## src/rtl/cart_pkg.sv

```systemverilog
// Shared types and constants for the cartridge bus sequencer and its MBC1 shadow.
// Holds the bus state encoding, the external-RAM window and the MBC1 register decode values.
package cart_pkg;

  typedef enum logic [2:0] {
    IDLE,
    SETUP,
    STROBE,
    HOLD,
    ACK
  } bus_state_t;

  localparam logic [15:0] RAM_LO = 16'hA000;
  localparam logic [15:0] RAM_HI = 16'hFDFF;

  // MBC1 register select, taken from addr[14:13] of a write below 8000
  localparam logic [1:0] SEL_RAM_ENA  = 2'b00;
  localparam logic [1:0] SEL_ROM_BANK = 2'b01;
  localparam logic [1:0] SEL_RAM_BANK = 2'b10;
  localparam logic [1:0] SEL_MODE     = 2'b11;

  localparam logic [3:0] RAM_ENA_MAGIC = 4'hA;

  function automatic logic in_ram_window(input logic [15:0] a);
    return (a >= RAM_LO) && (a <= RAM_HI);
  endfunction

endpackage

```

## src/rtl/mbc1_shadow.sv

```systemverilog
// Shadow copy of the four MBC1 control registers, updated by writes into 0000-7FFF.
// Only the address bits and data bits the MBC1 actually decodes are brought in.
module mbc1_shadow
  import cart_pkg::*;
(
  input  logic       clk,
  input  logic       reset,
  input  logic       wr_en,
  input  logic [2:0] addr_hi,
  input  logic [4:0] data,
  output logic       ram_ena,
  output logic [4:0] rom_bank,
  output logic [1:0] ram_bank,
  output logic       mode
);

  always_ff @(posedge clk or posedge reset) begin
    if (reset) begin
      ram_ena  <= 1'b0;
      rom_bank <= 5'd0;
      ram_bank <= 2'd0;
      mode     <= 1'b0;
    end else if (wr_en && !addr_hi[2]) begin
      case (addr_hi[1:0])
        SEL_RAM_ENA:  ram_ena  <= (data[3:0] == RAM_ENA_MAGIC);
        SEL_ROM_BANK: rom_bank <= data;
        SEL_RAM_BANK: ram_bank <= data[1:0];
        SEL_MODE:     mode     <= data[0];
        default:      ;
      endcase
    end
  end

endmodule

```

## src/rtl/cart_bus_seq.sv

```systemverilog
// Turns single-word host requests into timed cartridge bus cycles (setup, strobe, hold, ack)
// and generates the cartridge reset; all bus pins come straight from flops.
module cart_bus_seq
  import cart_pkg::*;
#(
  parameter int unsigned SETUP_CYC  = 2,
  parameter int unsigned STROBE_CYC = 3,
  parameter int unsigned HOLD_CYC   = 1,
  parameter int unsigned RST_CYC    = 8
) (
  input  logic        clk,
  input  logic        reset,
  input  logic        req,
  input  logic        we,
  input  logic [15:0] addr,
  input  logic [7:0]  wdata,
  output logic        ack,
  output logic [7:0]  rdata,
  output logic        busy,
  output logic        cart_nrst,
  output logic [15:0] cart_a,
  output logic [7:0]  cart_d_out,
  output logic        cart_d_oe,
  input  logic [7:0]  cart_d_in,
  output logic        cart_nrd,
  output logic        cart_nwr,
  output logic        cart_ncs,
  output logic        sh_ram_ena,
  output logic [4:0]  sh_rom_bank,
  output logic [1:0]  sh_ram_bank,
  output logic        sh_mode
);

  localparam int CW = 8;

  bus_state_t    state;
  logic [CW-1:0] cnt;
  logic [CW-1:0] rst_cnt;
  logic          we_q;
  logic          sh_wr;

  // cart_nrst rises on the RST_CYC-th edge after reset is released
  always_ff @(posedge clk or posedge reset) begin
    if (reset) begin
      cart_nrst <= 1'b0;
      rst_cnt   <= '0;
    end else if (!cart_nrst) begin
      if (rst_cnt == CW'(RST_CYC - 1)) cart_nrst <= 1'b1;
      else                             rst_cnt   <= rst_cnt + 1'b1;
    end
  end

  always_ff @(posedge clk or posedge reset) begin
    if (reset) begin
      state      <= IDLE;
      cnt        <= '0;
      we_q       <= 1'b0;
      cart_a     <= 16'd0;
      cart_d_out <= 8'd0;
      cart_d_oe  <= 1'b0;
      cart_nrd   <= 1'b1;
      cart_nwr   <= 1'b1;
      cart_ncs   <= 1'b1;
      ack        <= 1'b0;
      rdata      <= 8'd0;
    end else begin
      ack <= 1'b0;
      case (state)
        IDLE: begin
          if (req && cart_nrst) begin
            we_q      <= we;
            cart_a    <= addr;
            cart_d_oe <= we;
            cart_ncs  <= !in_ram_window(addr);
            if (we) cart_d_out <= wdata;
            cnt       <= CW'(SETUP_CYC - 1);
            state     <= SETUP;
          end
        end
        SETUP: begin
          if (cnt == '0) begin
            cart_nrd <= we_q;
            cart_nwr <= !we_q;
            cnt      <= CW'(STROBE_CYC - 1);
            state    <= STROBE;
          end else begin
            cnt <= cnt - 1'b1;
          end
        end
        STROBE: begin
          if (cnt == '0) begin
            cart_nrd <= 1'b1;
            cart_nwr <= 1'b1;
            if (!we_q) rdata <= cart_d_in;
            cnt      <= CW'(HOLD_CYC - 1);
            state    <= HOLD;
          end else begin
            cnt <= cnt - 1'b1;
          end
        end
        HOLD: begin
          if (cnt == '0) begin
            ack       <= 1'b1;
            cart_d_oe <= 1'b0;
            cart_ncs  <= 1'b1;
            state     <= ACK;
          end else begin
            cnt <= cnt - 1'b1;
          end
        end
        ACK:     state <= IDLE;
        default: state <= IDLE;
      endcase
    end
  end

  assign busy  = (state != IDLE) || !cart_nrst;
  assign sh_wr = (state == STROBE) && (cnt == '0) && we_q;

  mbc1_shadow u_shadow (
    .clk      (clk),
    .reset    (reset),
    .wr_en    (sh_wr),
    .addr_hi  (cart_a[15:13]),
    .data     (cart_d_out[4:0]),
    .ram_ena  (sh_ram_ena),
    .rom_bank (sh_rom_bank),
    .ram_bank (sh_ram_bank),
    .mode     (sh_mode)
  );

endmodule

```

## config.mk

```make
export PLATFORM = sky130hd
export DESIGN_NAME = cart_bus_seq
export DESIGN_NICKNAME = d
export VERILOG_FILES = /design/src/rtl/cart_pkg.sv /design/src/rtl/mbc1_shadow.sv /design/src/rtl/cart_bus_seq.sv
export SDC_FILE = /design/constraint.sdc
export NUM_CORES = 1
export LEC_CHECK = 0
export ABC_AREA = 1
export BUFFER_PORTS_ARGS = -buffer_cell sky130_fd_sc_hd__buf_2
export CAP_MARGIN = 10
export CORE_UTILIZATION = 31
export CTS_BUF_LIST = sky130_fd_sc_hd__clkbuf_4 sky130_fd_sc_hd__clkbuf_8
export DETAILED_ROUTE_END_ITERATION = 10
export PLACE_DENSITY = 0.49
export SLEW_MARGIN = 10
export SYNTH_ARGS = -nofsm -noshare
export SYNTH_HDL_FRONTEND = slang
export SYNTH_SLANG_ARGS = --single-unit
```

## constraint.sdc

```tcl
create_clock -name clk -period 7.31 [get_ports clk]
set_input_delay 2.193 -clock clk [delete_from_list [all_inputs] [get_ports clk]]
set_output_delay 2.193 -clock clk [all_outputs]
set_load 0.01 [all_outputs]
```

==> After elaboration in Yosys (flattened, before gate mapping) <==
Index checks and enable logic that the tools add are counted.
{ "totals": {"out_inout_bits": 48, "inputBits": 36, "wordCells": 90, "reg_bits": 67} }
{ "classes": {"order_cmp": 2, "n_reduce_logical": 29, "bitwise": 3, "muxes": 24, "n_eq_ne": 13, "addsub": 2} }
{ "ops": {"columns": ["op", "n"], "rows": [
  ["$mux W8", 4],
  ["$pmux W8 S4", 1],
  ["$ge A16 B16 Y1 const B", 1],
  ["$le A16 B16 Y1 const B", 1],
  ["$reduce_and A3 Y1", 5],
  ["$mux W3", 4],
  ["$pmux W3 S4", 1],
  ["$reduce_and A2 Y1", 6],
  ["$mux W1", 10],
  ["$ne A2 B2 Y1 const B", 5],
  ["$add A8 B1 Y8 const B", 1],
  ["$eq A8 B3 Y1 const B", 1],
  ["$logic_not A8 Y1", 1],
  ["$pmux W1 S2", 4],
  ["$sub A8 B1 Y8 const B", 1],
  ["$eq A3 B2 Y1 const B", 2],
  ["$logic_and A1 B1 Y1", 5],
  ["$eq A2 B2 Y1 const B", 2],
  ["$eq A4 B4 Y1 const B", 1],
  ["$logic_not A1 Y1", 4],
  ["$reduce_and A4 Y1", 1],
  ["$reduce_bool A2 Y1", 2],
  ["$reduce_bool A4 Y1", 1],
  ["$eq A3 B1 Y1 const B", 1],
  ["6 further kinds", 8]
]} }

==> Longest topological paths before layout <==
{ "depth": {"depth_word": 5, "mapped_depth": 12, "mapped_depth_nobuf": 11} }

==> By module <==
Synthesis repeated with hierarchy kept, for this count alone.
{ "hier_totals": {"cells_unflattened": 383, "area_unflattened_um2": 3156.8} }
{ "by_module_without_submodules": {"columns": ["module", "n_inst", "area_each_um2", "cells_per_inst"], "rows": [
  ["cart_bus_seq", 1, 2717.6, 325],
  ["mbc1_shadow", 1, 439.2, 58]
]} }

==> Least setup slack after synthesis <==
Ideal clock, no wire load.
{ "synth_path": {"path_kind": "input-to-reg", "startpoint": "in req", "endpoint": "reg cnt[1]", "required_time_ns": 7.245, "path_stages": 6, "slack_ns": 4.255, "arrival_time_ns": 2.990, "setup_time_ns": 0.065, "path_cell_list": "nand2_1 > a21oi_4 > nand2_4 > nor2_1 > o21ai_0 > nand2_1"} }
{ "synth_via": {"elab_chain_len": 3} }
{ "synth_rtl": {"columns": ["element", "line_no", "rtl"], "rows": [
  ["start, declared", "cart_bus_seq.sv:13", "input logic req,"],
  ["$logic_and A1 B1 Y1", "cart_bus_seq.sv:70", "if (req && cart_nrst) begin"],
  ["$ne A2 B2 Y1 (no line)", null, null],
  ["$reduce_and A3 Y1 (no line)", null, null],
  ["end signal, assigned", "cart_bus_seq.sv:76", "cnt <= CW'(SETUP_CYC - 1);"],
  ["end signal, assigned", "cart_bus_seq.sv:84", "cnt <= CW'(STROBE_CYC - 1);"],
  ["end signal, assigned", "cart_bus_seq.sv:87", "cnt <= cnt - 1'b1;"],
  ["end, declared", "cart_bus_seq.sv:37", "logic [CW-1:0] cnt;"]
]} }
No other way between the ends.
A chain may end at the register's enable or synchronous reset.

==> Final worst setup path <==
{ "layout_path": {"startpoint": "reg state[0]", "endpoint": "out busy"} }
{ "layout_via": {"elab_chain_len": 2} }
{ "layout_rtl": {"columns": ["element", "line_no", "rtl"], "rows": [
  ["start, declared", "cart_bus_seq.sv:36", "bus_state_t state;"],
  ["start signal, assigned", "cart_bus_seq.sv:55", "state <= IDLE;"],
  ["start signal, assigned", "cart_bus_seq.sv:77", "state <= SETUP;"],
  ["start signal, assigned", "cart_bus_seq.sv:85", "state <= STROBE;"],
  ["$reduce_bool A3 Y1", "cart_bus_seq.sv:117", "assign busy = (state != IDLE) || !cart_nrst;"],
  ["$logic_or A1 B1 Y1", "cart_bus_seq.sv:117", null],
  ["end, declared", "cart_bus_seq.sv:19", "output logic busy,"]
]} }
No other way between the ends.

==> summary.md <==
| Metric | Value |
|---|---|
| Reg-to-reg slack, setup | 5.49 ns |
| Die H | 103 µm |
| Clk_skew | 0.0124 ns |
| CP required | 5.12 ns |
| First-pass DRT Iterations | 4 |
| Initial core utilization | 32.2% |
| Final period util | 48.7% |
| CTS max path bufs | 2 |
| Min-delay src | rdata[3] |
| Area Growth Syn to Fin | 23.4% |
| Crit-path cells | nor2_2 -> inv_2 -> nor2_4 -> nand2_1 -> buf_2 |
| Count leader, synth | nand2_1 |
| CTS Buf Count | 9 |
| Compound-Gate Fraction of Synth Area | 4.93% |
| Clk Latency, worst-skew pair | 0.35 ns |
| Clock Tree Root | clkbuf_8 |
| PortBufs | 83 |
| CP Capture Type | primary output |
| Critical Path AT | 1.37 ns |
| Layout fillers | 1044 |
| Footprint of the multi-input gates | 0.00129 mm² |
| Final Hold Fails | 0 |
| Leakage | 2.20 nW |
| Simple-Gate Fraction of Synth Area | 32.9% |
| Sequential-to-total area share from yosys stat | 52.9% |
| Vias | 2639 |
| I/O Pins | 84 |
| Row count | 36 |
| Xor/xnor cell area share of the yosys netlist | 1.93% |
| Post-synth EDFFs | 0 |
| Combinational family with the most area after synthesis | simple AND/OR/NAND/NOR gates |
| Slew @ Worst Pin | 0.846 ns |
| Routability cong. | 0.773 |
| Vias in the first global route | 2524 |
| Max incr delay on CP | 0.46 ns |
| CTS sink count | 67 |
| Die Width | 103 µm |
| ANT nets after route | 0 |
| Total global-route track usage | 14.1% |
| Die area | 0.0106 mm² |
| RSZ-0062 raised after global routing | no |
| Placeable Area | 0.00986 mm² |
| Mean Syn Cell Area | 8.40 µm² |
| Synth cell types | 29 |
| # hold bufs at CTS | 0 |
| Mux contribution to synthesized area | 0% |
| Hold EP | rdata[3] |
| Register Area | 0.00168 mm² |
| Cell area after synthesis | 0.00317 mm² |
| Crit Path Class | register to primary output |
| Slowest CP cell | dfrtp_1 |
| Adder-cell share of the synthesized area | 0.788% |
| Top cells by area, synth | dfrtp_1, nand2_1, nand3_1 |
| Setup violators final | 0 |
| Pins over their slew limit | 0 |
| Syn nets | 416 |
| Max-slew headroom | 43.6% |
| Synth area leader | dfrtp_1 |
| DRC | 0 |
| # Post-CTS Setup Buffers | 0 |
| Largest net degree at the start of global routing | 68 |
| Worst r2r src | cnt[0] |
| CTS clock-pin slew for the worst setup and hold paths | 0.07 ns |
| Max_cap viols | 0 |
| CP startpoint kind | register |
| Diode count | 0 |
| First-pass GRT wire length | 11500 µm |
| Total power | 0.000710 W |
| Reg2Reg Depth | 9 |
| Gr ovfl total | 0 |
| Setup TNS | 0 ns |
| Drt via density | 4.37 |
| Wire length per cell | 11.7 µm |
| Synth Instances | 378 |
| Synth Flop Type | dfrtp_1 |
| Status | finished clean |
| Max H-tree Level | 3 |
| Top cells by count, synth | nand2_1, dfrtp_1, inv_1, nand3_1, nor2_1 |
| WHS Path Cells | 2 |
| Max Clk Rate | 0.281 GHz |
| Maximum VDD drop | 0.0865 mV |
| CTS tree | done |
| HP Class | register to register |
| Worst flop-to-flop path endpoint | cnt[7] |
| Yosys reg bits | 67 |
| Layout cells sized above 1 | 27.8% |
| Starting DRT DRC Count | 116 |
| Syn. warnings | 0 |
| Final nets | 504 |
| Initial antenna violation count | 0 |
| FFs w/ async S/R, synth | 100% |
| Final min period | 3.56 ns |
| Max FO, Critical Path | 7 |
| Top-area cell type share of the netlist area | 50.5% |
| Power density over cell area | 181 mW/mm² |
| Drt total wl | 7050 µm |
| Resize count post-CTS | 0 |
| Final HPWL DP | 5060 µm |
[layout make-up]
type | count | share of cell area [%]
clock buffer | 11 | 3.71
clock inverter | 5 | 1.57
inverter | 41 | 3.93
multi-input combinational | 263 | 32.8
sequential | 67 | 42.9
tap | 133 | 4.25
timing repair buffer | 84 | 10.8
[report_power, final]
| part | switching [W] | total [W] | internal [W] |
|---|---|---|---|
| combinational | 0.0000125 | 0.0000199 | 0.00000746 |
| sequential | 0 | 0.000370 | 0.000370 |
| clock | 0.000147 | 0.000319 | 0.000172 |
[metal layers]
layer	part of all wire (%)	vias up	track usage, %
li1	-	1369	-
met1	47	1205	17.9
met2	46	58	22.2
met3	5.1	7	4.64
met4	1.3	0	5.63
met5	0	-	0
[flip-flops by register name, summed over array words and instances (netlist names)]
register and flops:
u_shadow.ram_ena 1, cart_nwr 1, rst_cnt 8, u_shadow.ram_bank 2
ack 1, cart_d_oe 1, rdata 8, cart_ncs 1
cart_nrd 1, u_shadow.mode 1, we_q 1, cnt 8
cart_a 16, cart_nrst 1, u_shadow.rom_bank 5, state 3
cart_d_out 8
[worst max-delay path: cells and delay by family, from the launching register on]
| kind | cells | cell delay [ns] |
|---|---|---|
| buffers and inverters | 2 | 0.20 |
| DFF | 1 | 0.46 |
| and+or+nand+nor | 3 | 0.37 |
[worst max-delay path by stage]
| stage | from | end | cells past startpoint |
|---|---|---|---|
| after floorplan | reset | ack | 1 |
| final | state[0] | busy | 5 |
| after global routing | state[0] | busy | 5 |
| after global placement | req | cart_d_out[3] | 6 |
| after detailed placement | req | cart_d_out[1] | 6 |
| after CTS | state[0] | busy | 5 |
[placed cells by master (no fill, tap or decap), types with 4 or more instances in the layout]
master / synthesis / layout
inv_1: 34 / 33
buf_2: 1 / 83
dfrtp_1: 64 / 64
nand2_1: 140 / 140
inv_2: 7 / 8
nand3_1: 32 / 32
nor2_1: 24 / 24
a21oi_1: 5 / 5
nor3_1: 4 / 4
o21ai_0: 15 / 15
clkbuf_8: 0 / 10
nand4_1: 10 / 10
xor2_1: 7 / 7
nand2_2: 4 / 4
[stage by stage]
stage          area (µm²)  hold slack, ns  cells  utilization [%]  worst slack, ns
2_1_floorplan        3170           0.432    378                -             3.44
6_report             3920           0.467    604             39.7             3.75
3_5_place_dp         3710           0.455    588             37.6             3.90
5_1_grt              3920           0.495    604             39.7             3.65
3_3_place_gp         3710           0.451    588             37.6             3.95
4_1_cts              3920           0.473    604             39.7             3.72
[cells by family after synthesis]
logic type                 Yosys count
and+or+nand+nor                    228
DFF                                 67
buffers and inverters               48
AOI/OAI and AO/OA                   26
xor gates and xnor gates             7
adders and majority gates            2
Power figures use the tool's default switching activity.
